**src/rtl/udp_cmd_rx.sv**
```systemverilog
// udp_cmd_rx: receive-side Ethernet/IPv4/UDP command filter.
// Consumes a GMII-style byte stream, filters frames by destination MAC, IPv4 and UDP
// port, validates the FCS and emits a 5-byte command (opcode + 32-bit argument) as a
// single-cycle strobe. Accepted and rejected frames are counted with saturating counters.
module udp_cmd_rx #(
   parameter logic [47:0] LOCAL_MAC  = 48'h02_00_00_00_00_01,
   parameter logic [31:0] LOCAL_IP   = 32'hC0A8_010A,
   parameter logic [15:0] LOCAL_PORT = 16'd5000,
   parameter int          MAX_FRAME  = 1518
) (
   input  logic        clk,
   input  logic        rstn,
   input  logic        rx_dv,
   input  logic        rx_er,
   input  logic [7:0]  rx_data,
   output logic        cmd_valid,
   output logic [7:0]  cmd_op,
   output logic [31:0] cmd_arg,
   output logic [15:0] good_cnt,
   output logic [15:0] drop_cnt
);

   // Byte index counts bytes after the SFD; it must be able to reach MAX_FRAME+1.
   localparam int            IW          = $clog2(MAX_FRAME + 2);
   localparam logic [IW-1:0] IDX_MAX     = IW'(MAX_FRAME);
   localparam logic [IW-1:0] IDX_MIN     = IW'(64);
   localparam logic [IW-1:0] IDX_HDR_END = IW'(41);
   localparam logic [31:0]   CRC_SEED    = 32'hFFFF_FFFF;
   localparam logic [31:0]   CRC_RESIDUE = 32'hDEBB_20E3;
   localparam logic [31:0]   CRC_POLY    = 32'hEDB8_8320;

   typedef enum logic [2:0] {
      S_WAIT_IDLE,
      S_IDLE,
      S_PREAMBLE,
      S_HEADER,
      S_PAYLOAD,
      S_CHECK,
      S_DROP
   } state_t;

   state_t        r_state;
   state_t        w_state_nxt;
   logic [IW-1:0] r_idx;
   logic [IW-1:0] w_idx_nxt;
   logic [IW-1:0] w_idx_inc;
   logic [31:0]   r_crc;
   logic [31:0]   w_crc_nxt;
   logic [31:0]   w_crc_upd;
   logic [7:0]    r_shadow_op;
   logic [31:0]   r_shadow_arg;
   logic          r_cmd_valid;
   logic [7:0]    r_cmd_op;
   logic [31:0]   r_cmd_arg;
   logic [15:0]   r_good_cnt;
   logic [15:0]   r_drop_cnt;
   logic [15:0]   w_good_nxt;
   logic [15:0]   w_drop_nxt;
   logic          w_accept;
   logic          w_drop;
   logic          w_pay_byte;
   logic          w_hdr_chk;
   logic [7:0]    w_hdr_exp;

   // Reflected CRC-32, one byte, LSB first.
   function automatic logic [31:0] crc_byte(input logic [31:0] crc, input logic [7:0] d);
      logic [31:0] c;
      c = crc ^ {24'h0, d};
      for (int b = 0; b < 8; b++) begin
         c = c[0] ? ((c >> 1) ^ CRC_POLY) : (c >> 1);
      end
      return c;
   endfunction

   assign w_crc_upd = crc_byte(r_crc, rx_data);
   // Index saturates one past MAX_FRAME so an oversize frame can never wrap back into range.
   assign w_idx_inc = (r_idx > IDX_MAX) ? r_idx : r_idx + IW'(1);

   // Header field lookup: which byte positions are checked and what they must contain.
   always_comb begin
      // NOTE: every combinational output gets a default first, so no path leaves it unassigned (no latch).
      w_hdr_chk = 1'b1;
      w_hdr_exp = 8'h00;
      case (int'(r_idx))
         0:       w_hdr_exp = LOCAL_MAC[47:40];
         1:       w_hdr_exp = LOCAL_MAC[39:32];
         2:       w_hdr_exp = LOCAL_MAC[31:24];
         3:       w_hdr_exp = LOCAL_MAC[23:16];
         4:       w_hdr_exp = LOCAL_MAC[15:8];
         5:       w_hdr_exp = LOCAL_MAC[7:0];
         12:      w_hdr_exp = 8'h08;
         13:      w_hdr_exp = 8'h00;
         14:      w_hdr_exp = 8'h45;
         23:      w_hdr_exp = 8'h11;
         30:      w_hdr_exp = LOCAL_IP[31:24];
         31:      w_hdr_exp = LOCAL_IP[23:16];
         32:      w_hdr_exp = LOCAL_IP[15:8];
         33:      w_hdr_exp = LOCAL_IP[7:0];
         36:      w_hdr_exp = LOCAL_PORT[15:8];
         37:      w_hdr_exp = LOCAL_PORT[7:0];
         default: w_hdr_chk = 1'b0;
      endcase
   end

   // Frame FSM: next state, byte index, CRC and accept/drop decisions.
   // The accept decision is taken on the edge that sees rx_dv fall (CRC and index are final
   // by then), so the registered strobe is visible during the single CHECK cycle.
   always_comb begin
      w_state_nxt = r_state;
      w_idx_nxt   = r_idx;
      w_crc_nxt   = r_crc;
      w_accept    = 1'b0;
      w_drop      = 1'b0;
      w_pay_byte  = 1'b0;
      unique case (r_state)
         S_WAIT_IDLE: begin
            if (!rx_dv) w_state_nxt = S_IDLE;
         end
         S_IDLE: begin
            if (rx_dv) begin
               w_state_nxt = (rx_er || rx_data != 8'h55) ? S_DROP : S_PREAMBLE;
            end
         end
         S_PREAMBLE: begin
            if (!rx_dv) begin
               w_state_nxt = S_IDLE;
               w_drop      = 1'b1;
            end else if (rx_er) begin
               w_state_nxt = S_DROP;
            end else if (rx_data == 8'hD5) begin
               w_state_nxt = S_HEADER;
               w_idx_nxt   = '0;
               w_crc_nxt   = CRC_SEED;
            end else if (rx_data != 8'h55) begin
               w_state_nxt = S_DROP;
            end
         end
         S_HEADER: begin
            if (!rx_dv) begin
               w_state_nxt = S_IDLE;
               w_drop      = 1'b1;
            end else if (rx_er || (w_hdr_chk && rx_data != w_hdr_exp)) begin
               w_state_nxt = S_DROP;
            end else begin
               w_crc_nxt = w_crc_upd;
               w_idx_nxt = w_idx_inc;
               if (r_idx == IDX_HDR_END) w_state_nxt = S_PAYLOAD;
            end
         end
         S_PAYLOAD: begin
            if (!rx_dv) begin
               w_state_nxt = S_CHECK;
               if (r_crc == CRC_RESIDUE && r_idx >= IDX_MIN && r_idx <= IDX_MAX) begin
                  w_accept = 1'b1;
               end else begin
                  w_drop = 1'b1;
               end
            end else if (rx_er) begin
               w_state_nxt = S_DROP;
            end else begin
               w_pay_byte = 1'b1;
               w_crc_nxt  = w_crc_upd;
               w_idx_nxt  = w_idx_inc;
               if (w_idx_inc > IDX_MAX) w_state_nxt = S_DROP;
            end
         end
         S_CHECK: begin
            w_state_nxt = S_IDLE;
         end
         S_DROP: begin
            if (!rx_dv) begin
               w_state_nxt = S_IDLE;
               w_drop      = 1'b1;
            end
         end
         default: w_state_nxt = S_WAIT_IDLE;
      endcase
   end

   assign w_good_nxt = (w_accept && r_good_cnt != 16'hFFFF) ? r_good_cnt + 16'd1 : r_good_cnt;
   assign w_drop_nxt = (w_drop && r_drop_cnt != 16'hFFFF) ? r_drop_cnt + 16'd1 : r_drop_cnt;

   // State, datapath and output registers with synchronous active-low reset.
   always_ff @(posedge clk) begin
      // NOTE: sequential state uses non-blocking assignments so every register samples pre-edge values.
      if (!rstn) begin
         r_state      <= S_WAIT_IDLE;
         r_idx        <= '0;
         r_crc        <= CRC_SEED;
         r_shadow_op  <= 8'h00;
         r_shadow_arg <= 32'h0;
         r_cmd_valid  <= 1'b0;
         r_cmd_op     <= 8'h00;
         r_cmd_arg    <= 32'h0;
         r_good_cnt   <= 16'h0;
         r_drop_cnt   <= 16'h0;
      end else begin
         r_state     <= w_state_nxt;
         r_idx       <= w_idx_nxt;
         r_crc       <= w_crc_nxt;
         r_cmd_valid <= w_accept;
         r_good_cnt  <= w_good_nxt;
         r_drop_cnt  <= w_drop_nxt;
         if (w_accept) begin
            r_cmd_op  <= r_shadow_op;
            r_cmd_arg <= r_shadow_arg;
         end
         if (w_pay_byte) begin
            case (int'(r_idx))
               42:      r_shadow_op         <= rx_data;
               43:      r_shadow_arg[31:24] <= rx_data;
               44:      r_shadow_arg[23:16] <= rx_data;
               45:      r_shadow_arg[15:8]  <= rx_data;
               46:      r_shadow_arg[7:0]   <= rx_data;
               default: ;
            endcase
         end
      end
   end

   assign cmd_valid = r_cmd_valid;
   assign cmd_op    = r_cmd_op;
   assign cmd_arg   = r_cmd_arg;
   assign good_cnt  = r_good_cnt;
   assign drop_cnt  = r_drop_cnt;

endmodule

```
**config.mk**
```make
export PLATFORM = sky130hd
export DESIGN_NAME = udp_cmd_rx
export DESIGN_NICKNAME = d
export VERILOG_FILES = /design/src/rtl/udp_cmd_rx.sv
export SDC_FILE = /design/constraint.sdc
export NUM_CORES = 1
export LEC_CHECK = 0
export ABC_AREA = 1
export ABC_CLOCK_PERIOD_IN_PS = 6300
export CAP_MARGIN = 15
export CELL_PAD_IN_SITES_DETAIL_PLACEMENT = 2
export CELL_PAD_IN_SITES_GLOBAL_PLACEMENT = 2
export CORE_UTILIZATION = 35
export DETAILED_ROUTE_END_ITERATION = 8
export GPL_ROUTABILITY_DRIVEN = 1
export PLACE_DENSITY_LB_ADDON = 0.2
export SLEW_MARGIN = 20
export SYNTH_ARGS = -nofsm -noshare
export SYNTH_HDL_FRONTEND = slang
export SYNTH_SLANG_ARGS = --single-unit
```
**constraint.sdc**
```tcl
create_clock -name clk -period 6.3 [get_ports clk]
set_input_delay 1.89 -clock clk [delete_from_list [all_inputs] [get_ports clk]]
set_output_delay 1.89 -clock clk [all_outputs]
set_load 0.005 [all_outputs]
```
==> Word-level counts from Yosys, hierarchy flattened <==
Index checks and enable logic that the tools add are counted.
{ "totals": {"reg_bits": 159, "in_bits": 12, "output_inout_bits": 73, "elab_cells": 146} }
{ "classes": {"add_sub_neg": 3, "magnitude_cmp": 4, "eq_ne": 45, "n_mux": 51, "bitwise": 9, "reduce_logical": 21} }
{ "ops": {"columns": ["cell", "n"], "rows": [
  ["32-bit two-way mux", 15],
  ["13-bit inverter with 14-bit output", 8],
  ["11-bit by 6-bit == test with 1-bit output, second input constant", 10],
  ["32-bit case mux with 3 select lines", 1],
  ["11-bit two-way mux", 8],
  ["8-bit case mux with 10 select lines", 1],
  ["3-bit two-way mux", 13],
  ["11-bit by 4-bit == test with 1-bit output, second input constant", 3],
  ["11-bit by 5-bit == test with 1-bit output, second input constant", 3],
  ["11-bit case mux with 3 select lines", 1],
  ["16-bit by 1-bit adder with 16-bit output, second input constant", 2],
  ["32-bit == test, second input constant", 1],
  ["16-bit inequality test, second input constant", 2],
  ["32-bit by 8-bit XOR with 32-bit output", 1],
  ["11-bit by 2-bit == test with 1-bit output, second input constant", 2],
  ["11-bit by 3-bit == test with 1-bit output, second input constant", 2],
  ["11-bit greater-than comparator, second input constant", 2],
  ["2-bit inequality test, second input constant", 9],
  ["3-bit case mux with 6 select lines", 1],
  ["16-bit OR reduction", 1],
  ["11-bit by 1-bit adder with 11-bit output, second input constant", 1],
  ["11-bit by 1-bit == test with 1-bit output, second input constant", 1],
  ["11-bit by 7-bit >= comparator with 1-bit output, second input constant", 1],
  ["11-bit less-or-equal comparator, second input constant", 1],
  ["other kinds (20)", 43]
]} }

==> Longest topological paths before layout <==
Gate-level depths: netlist (run 1).
{ "logic_depth": {"word_depth": 20, "mapped_depth": 19, "ltp_nobuf": 18} }

==> Worst setup path before layout (run 1) <==
Ideal clock, no wire load.
{ "synth_path": {"path_type": "input -> register", "start": "input port rx_data[1]", "end": "register r_crc[20]", "setup_time_ns": 0.134, "t_arrival_ns": 3.247, "required_ns": 6.166, "slack_ns": 2.919, "stages": 11, "n_path_buf": 0, "path_cell_list": "inv_1 > nand2_1 > nand2_2 > xnor2_1 > inv_1 > nand2_1 > nand2_1 > a21oi_1 > o21ai_0 > nand3_1 > nand3_1"} }
{ "synth_via": {"elab_chain_len": 16, "word_cells_on_any_way": 25, "cone_classes": "4 x eq/ne; 13 x mux; 5 x bitwise; 3 x reduce/logical"} }
{ "synth_rtl": {"columns": ["item", "line_no", "source"], "rows": [
  ["from (decl)", "15", "input logic [7:0] rx_data,"],
  ["32-bit by 8-bit XOR with 32-bit output", "68", "c = crc ^ {24'h0, d};"],
  ["32-bit two-way mux (3 in a row)", "70", "c = c[0] ? ((c >> 1) ^ CRC_POLY) : (c >> 1);"],
  ["13-bit inverter with 14-bit output (no source line)", null, null],
  ["32-bit two-way mux", "70", null],
  ["13-bit inverter with 14-bit output (no source line)", null, null],
  ["32-bit two-way mux (2 in a row)", "70", null],
  ["13-bit inverter with 14-bit output (no source line)", null, null],
  ["32-bit two-way mux", "70", null],
  ["13-bit inverter with 14-bit output (no source line)", null, null],
  ["32-bit two-way mux", "70", null],
  ["32-bit two-way mux (on tied branches)", "158, 142", null],
  ["32-bit two-way mux (on tied branches)", "151, 139", null],
  ["32-bit case mux with 3 select lines", "115", "unique case (r_state)"],
  ["to (signal assigned)", "200", "r_crc <= w_crc_nxt;"],
  ["to (decl)", "47", "logic [31:0] r_crc;"]
]} }
Parallel ways exist; a longest one is shown, timed or not. The select of a mux whose other input is x is not followed.
A chain may end at the register's enable or synchronous reset.

==> Final worst setup path (run 1) <==
{ "layout_path": {"start": "input port rx_dv", "end": "register r_good_cnt[4] (netlist: good_cnt[4])"} }
{ "layout_via": {"elab_chain_len": 3} }
{ "layout_rtl": {"columns": ["item", "line_no", "source"], "rows": [
  ["from (decl)", "13", "input logic rx_dv,"],
  ["1-bit two-way mux", "151", "if (!rx_dv) begin"],
  ["1-bit two-way mux", "115", null],
  ["1-bit logical AND", "180", "assign w_good_nxt = (w_accept && r_good_cnt != 16'hFFFF) ? r_good_cnt + 16'd1 : r_good_cnt;"],
  ["to (signal assigned)", "202", "r_good_cnt <= w_good_nxt;"],
  ["to (decl)", "55", "logic [15:0] r_good_cnt;"]
]} }
Every way passes these cells.

==> results.sh, run 1 <==
export IMPL_powerDensity_nw_per_um2=443
export IMPL_yosys_warnings=0
export IMPL_area_growth_pct=19.6
export IMPL_finalNetCount=1337
export IMPL_post_route_drc_count=0
export IMPL_overflow=0
export IMPL_ant_nets=0
export IMPL_clk_pin_slew_worst_paths_ps=70
export IMPL_synth_top_area_frac=0.372
export IMPL_r2r_slack_ps=2980
export IMPL_crit_required_ps=6620
export IMPL_firstDrtPassIters=4
export IMPL_ir_drop_uv=332
export IMPL_period_share=0.697
export IMPL_syn_avg_cell_area_sq_um=6.82
export IMPL_worstPathArrival_ps=4720
export IMPL_clockRootBuffer="clkbuf_16"
export IMPL_status="complete, no violations"
export IMPL_yosysSeqAreaShare=0.372
export IMPL_placed_cells=1619
export IMPL_fin_area_sq_um=10200
export IMPL_place_gp_congestion=0.834
export IMPL_wl_per_cell_microns=19.9
export IMPL_fmax_mhz=228
export IMPL_die_y_microns=158
export IMPL_num_vias=8868
export IMPL_yosysUniqueCellTypes=40
export IMPL_cts_resized_gates=0
export IMPL_die_area_sq_um=25100
export IMPL_yosys_top_cells_count="nand2_1 (248), dfxtp_1 (159), inv_1 (145)"
export IMPL_synthCells=1256
export IMPL_ioPinCount=85
export IMPL_core_area_sq_um=23800
export IMPL_clock_tree_htree_level_count=4
export IMPL_synth_edff_count=0
export IMPL_die_w_microns=158
export IMPL_initial_core_util=0.361
export IMPL_grt_pass1_vias=9585
export IMPL_muxShareOfSynthArea=0
export IMPL_crit_path_max_fanout=34
export IMPL_async_flop_share=0
export IMPL_fin_cells=1651
export IMPL_critical_path_class="in2reg"
export IMPL_routed_via_density=5.37
export IMPL_seqCellArea_sq_um=3180
export IMPL_hp_start="cmd_op[5]"
export IMPL_grt_pass1_wl_microns=52700
export IMPL_postCtsHoldBufs=0
export IMPL_ff2ff_path_depth=15
export IMPL_ys_ff_latch=159
export IMPL_cts_max_path_buffers=2
export IMPL_setup_tns_ps=0
export IMPL_drt_iter0_drc=397
export IMPL_synth_top_cell_by_area="dfxtp_1"
export IMPL_finalWirelength_microns=32800
export IMPL_tritoncts="built"
export IMPL_std_cell_rows=56
export IMPL_cts_sinks=159
export IMPL_synth_top_family_by_area="simple AND/OR/NAND/NOR gates"
export IMPL_drive_gt1_frac=0.0586
export IMPL_crit_path_top_delay_cell="a21oi_1"
export IMPL_tightest_slew_ps=856
export IMPL_rsz0062_at_grt="no"
export IMPL_diodes=0
export IMPL_hpwl_microns=21900
export IMPL_cts_made_buffers=17
export IMPL_post_synth_top_count_cell="nand2_1"
export IMPL_synth_simple_area_share=0.293
export IMPL_min_period_ps=4390
export IMPL_slowest_delay_ps=700
export IMPL_port_buffers=84
export IMPL_synth_fp_nets=1274
export IMPL_synth_xor_area_share=0.0805
export IMPL_netlist_area_sq_um=8560
export IMPL_synthAdderAreaFrac=0.00877
export IMPL_grt_util_all_layers=0.272
export IMPL_setup_viol=0
export IMPL_crit_top_cell="nor2_1"
export IMPL_rr_startpoint="r_idx[0]"
export IMPL_finClkSkew_ps=12.4
export IMPL_fillers=2781
export IMPL_cts_setup_buffers=0
export IMPL_synth_compound_area_frac=0.151
export IMPL_ys_flop_type="dfxtp_1"
export IMPL_regToRegEndpoint="r_crc[9]"
export IMPL_slew_headroom=0.429
export IMPL_max_cap_violations=0
export IMPL_cp_start_kind="input pin"
export IMPL_multi_input_area_sq_um=4580
export IMPL_antenna_found_initial=0
export IMPL_ys_top_cells_by_area="dfxtp_1 (37%), nand2_1 (11%), a21oi_1 (7.6%), nand3_1 (7.2%), inv_1 (6.4%)"
export IMPL_cp_cell_sequence="clkdlybuf4s50_1 > nor2_1 > nand4_1 > buf_4 > a21oi_1 > inv_1 > nor2_1 > nor2_1 > nor3b_1"
export IMPL_hold_path_depth=2
export IMPL_hold_class="reg2reg"
export IMPL_grt_start_max_net_pins=77
export IMPL_worstSkewPairLatency_ps=440
export IMPL_worstHoldEndpoint="cmd_op[5]"
export IMPL_drv_slew=0
export IMPL_leakage_nw=4.06
export IMPL_endpoint_kind="flop"
export IMPL_hold_viol=0
export IMPL_place_area_sq_um=9650
==> stage by stage <==
step | setup slack (ps) | power (mW) | hold slack [ps] | util
6_report | 1910 | 4.53 | 450 | 0.431
5_1_grt | 1740 | 4.87 | 477 | 0.431
4_1_cts | 1900 | 4.57 | 457 | 0.431
3_5_place_dp | 1570 | 3.44 | 446 | 0.406
3_3_place_gp | 1670 | 3.34 | 438 | 0.406
2_1_floorplan | 2920 | 2.85 | 429 | -
==> placed cells by master (no fill, tap or decap), types with 2 or more instances in the layout <==
cell	count
nand2_1	248
dfxtp_1	159
inv_1	145
a21oi_1	129
nand3_1	123
o21ai_0	100
nor2_1	98
clkdlybuf4s50_1	83
xor2_1	56
nand4_1	31
nor3_1	23
xnor2_1	19
clkbuf_16	17
buf_4	13
nor4_1	9
a211oi_1	9
nor2_2	7
nand2_2	7
inv_8	7
or2_2	6
ha_1	6
nand3b_1	4
inv_2	3
or2_1	3
clkinv_8	3
nand3_2	2
o221ai_1	2
o211ai_1	2
clkinv_4	2
==> worst max-delay path by stage <==
stage,from,endpoint,cells after the start,slack (ps)
after floorplan,rx_data[1],r_crc[20],11,2920
after CTS,rx_dv,good_cnt[4],9,1900
after global placement,rx_data[6],r_crc[23],10,1670
after global routing,rx_data[6],r_crc[19],11,1740
after detailed placement,rx_data[6],r_crc[20],10,1570
final,rx_dv,good_cnt[4],9,1910
==> sequential cells by signal, summed over array words and instances (netlist names) <==
register and flops:
cmd_arg 32, cmd_op 8, cmd_valid 1, drop_cnt 16
good_cnt 16, r_crc 32, r_idx 11, r_shadow_arg 32
r_shadow_op 8, r_state 3
==> cell type report <==
class	count	area share
clock buffers	17	0.0415
repair buffers	96	0.0906
well taps	319	0.0390
multi-input cells	896	0.447
flip-flops and latches	159	0.311
inverters	149	0.0546
clock inverters	15	0.0162
==> where the power goes <==
| part | internal [mW] | switching (mW) |
|---|---|---|
| Clock | 0.535 | 0.534 |
| Combinational | 0.685 | 1.45 |
| Sequential | 1.14 | 0.190 |
| Total | 2.36 | 2.17 |
==> layer usage <==
metal  wire (microns)  GRT usage
met5                0          0
met4              787     0.0984
met3              641     0.0310
met2            16400      0.486
met1            15000      0.335
==> cells by family (layout without fill, tap and decap cells) <==
logic type | count (synthesis) | in the layout
compound gates | 248 | 248
xor+xnor | 77 | 77
simple gates | 565 | 565
buf+inv | 201 | 277
flops | 159 | 159
fa+ha+maj | 6 | 6
==> critical path, delay by kind of cell <==
| kind | cells | cell delay (ps) |
|---|---|---|
| buf+inv | 3 | 1080 |
| compound gates | 1 | 700 |
| simple gates | 5 | 1050 |
No activity file was read; power rests on OpenSTA's default activity.
==> run 2, diff against run 1 <==
Settings changed: ABC_CLOCK_PERIOD_IN_PS 6300 to 4400, CORE_UTILIZATION 35 to 32.
Clock period 6.3 ns to 4.4 ns, I/O delays scaled along.
==> run 2 against run 1 <==
Against the previous run:
- the flow now finishes with violations (design-rule violations)
- first-iteration DRC count shrank 9.1%
- highest routed layer unchanged
- combinational power grew 44%
- register-to-register slack lost 1600 ps
==> results.sh, run 2 (same netlist as run 1, synthesis figures left out) <==
export IMPL_status="finished, violations left"
export IMPL_violations="design-rule violations"
export IMPL_seqCellArea_sq_um=3180
export IMPL_cts_made_buffers=17
export IMPL_core_area_sq_um=26100
export IMPL_grt_util_all_layers=0.231
export IMPL_postCtsHoldBufs=0
export IMPL_hold_path_depth=2
export IMPL_crit_required_ps=4720
export IMPL_min_period_ps=3550
export IMPL_setup_tns_ps=0
export IMPL_clockRootBuffer="clkbuf_16"
export IMPL_wl_per_cell_microns=18.1
export IMPL_clkPwrFrac=0.238
export IMPL_crit_path_max_fanout=7
export IMPL_finClkSkew_ps=12.6
export IMPL_cts_setup_buffers=0
export IMPL_ff2ff_path_depth=15
export IMPL_swShare=0.473
export IMPL_critical_path_class="in2reg"
export IMPL_firstDrtPassIters=6
export IMPL_hpwl_microns=21800
export IMPL_clock_tree_htree_level_count=4
export IMPL_hp_start="cmd_arg[30]"
export IMPL_slew_headroom=0.487
export IMPL_tightest_slew_ps=763
export IMPL_period_share=0.807
export IMPL_worstPathArrival_ps=3870
export IMPL_num_vias=8715
export IMPL_place_area_sq_um=9770
export IMPL_finalNetCount=1346
export IMPL_endpoint_kind="flop"
export IMPL_ant_nets=0
export IMPL_fillers=3122
export IMPL_routed_via_density=5.20
export IMPL_max_cap_violations=0
export IMPL_antenna_found_initial=0
export IMPL_cp_startpoint="rx_data[3]"
export IMPL_regToRegEndpoint="r_crc[0]"
export IMPL_powerDensity_nw_per_um2=628
export IMPL_initial_core_util=0.328
export IMPL_rsz0062_at_grt="no"
export IMPL_layout_common_cells="nand2_1 (248), dfxtp_1 (159), inv_1 (144)"
export IMPL_tritoncts="built"
export IMPL_grt_pass1_vias=9145
export IMPL_cts_resized_gates=0
export IMPL_die_y_microns=166
export IMPL_grt_start_max_net_pins=70
export IMPL_die_w_microns=166
export IMPL_setup_viol=0
export IMPL_hold_class="reg2reg"
export IMPL_rr_startpoint="r_idx[0]"
export IMPL_p_int_mw=3.44
export IMPL_grt_pass1_wl_microns=49200
export IMPL_post_route_drc_count=22
export IMPL_multi_input_area_sq_um=4580
export IMPL_place_gp_congestion=0.813
export IMPL_cp_start_kind="input pin"
export IMPL_fin_area_sq_um=10400
export IMPL_diodes=0
export IMPL_port_buffers=84
export IMPL_finalWirelength_microns=30400
export IMPL_r2r_slack_ps=1360
export IMPL_die_area_sq_um=27400
export IMPL_clk_pin_slew_worst_paths_ps=80
export IMPL_drt_iter0_drc=361
export IMPL_cts_max_path_buffers=2
export IMPL_ir_drop_uv=289
export IMPL_p_comb_frac=0.469
export IMPL_p_switching_mw=3.08
export IMPL_hold_viol=0
export IMPL_ioPinCount=85
export IMPL_finalPower_mw=6.52
export IMPL_std_cell_rows=59
export IMPL_cts_sinks=159
export IMPL_leakage_nw=4.12
export IMPL_fin_util=0.397
export IMPL_worstSkewPairLatency_ps=450
export IMPL_drive_gt1_frac=0.0656
export IMPL_worstHoldEndpoint="cmd_arg[30]"
export IMPL_final_common_cell="nand2_1"
export IMPL_overflow=0
export IMPL_fmax_mhz=282
export IMPL_seqPwrFrac=0.293
export IMPL_holdWs_ps=452
export IMPL_drv_slew=0
export IMPL_area_growth_pct=21.1
==> run 2: layout make-up <==
class / count / share of cell area
clock buffers: 17 / 0.0410
clock inverters: 15 / 0.0176
inverters: 149 / 0.0539
multi-input cells: 896 / 0.442
flip-flops and latches: 159 / 0.307
well taps: 335 / 0.0404
repair buffers: 105 / 0.0984
==> run 2: critical path: stages <==
cell             delay, ps
clkdlybuf4s50_1        690
inv_2                  140
nand2_1                 90
nand2_1                250
xor2_2                 470
xor2_1                 330
xnor2_1                200
or2_1                  130
nand3_1                 70
nand3_1                100
nand3_1                 70
==> run 2: power groups by stage <==
stage | Sequential, mW | Combinational [mW] | Clock (mW)
after floorplan | 1.83 | 2.25 | 0
after CTS | 1.91 | 3.10 | 1.60
after global routing | 1.94 | 3.45 | 1.64
final | 1.91 | 3.06 | 1.55
after global placement | 1.93 | 2.91 | 0
after detailed placement | 1.93 | 3.05 | 0
==> run 2: worst max path at each step <==
stage	to	slack [ps]	cells past startpoint
2_1_floorplan	r_crc[20]	1590	11
3_3_place_gp	r_crc[22]	470	11
3_5_place_dp	r_crc[22]	370	11
4_1_cts	r_crc[22]	830	11
5_1_grt	r_crc[26]	620	12
6_report	r_crc[22]	850	11
==> run 2: metal layers <==
layer  vias up  share of wire  track usage
li1       4261              -            -
met4         0          0.010       0.0541
met3        23          0.019       0.0267
met2        79           0.51        0.418
met5         -              0            0
met1      4352           0.46        0.289
==> run 2: metrics by stage <==
stage | worst slack (ps) | instances
after floorplan | 1590 | 1256
after global placement | 472 | 1644
after detailed placement | 366 | 1644
after CTS | 826 | 1676
after global routing | 624 | 1676
final | 849 | 1676
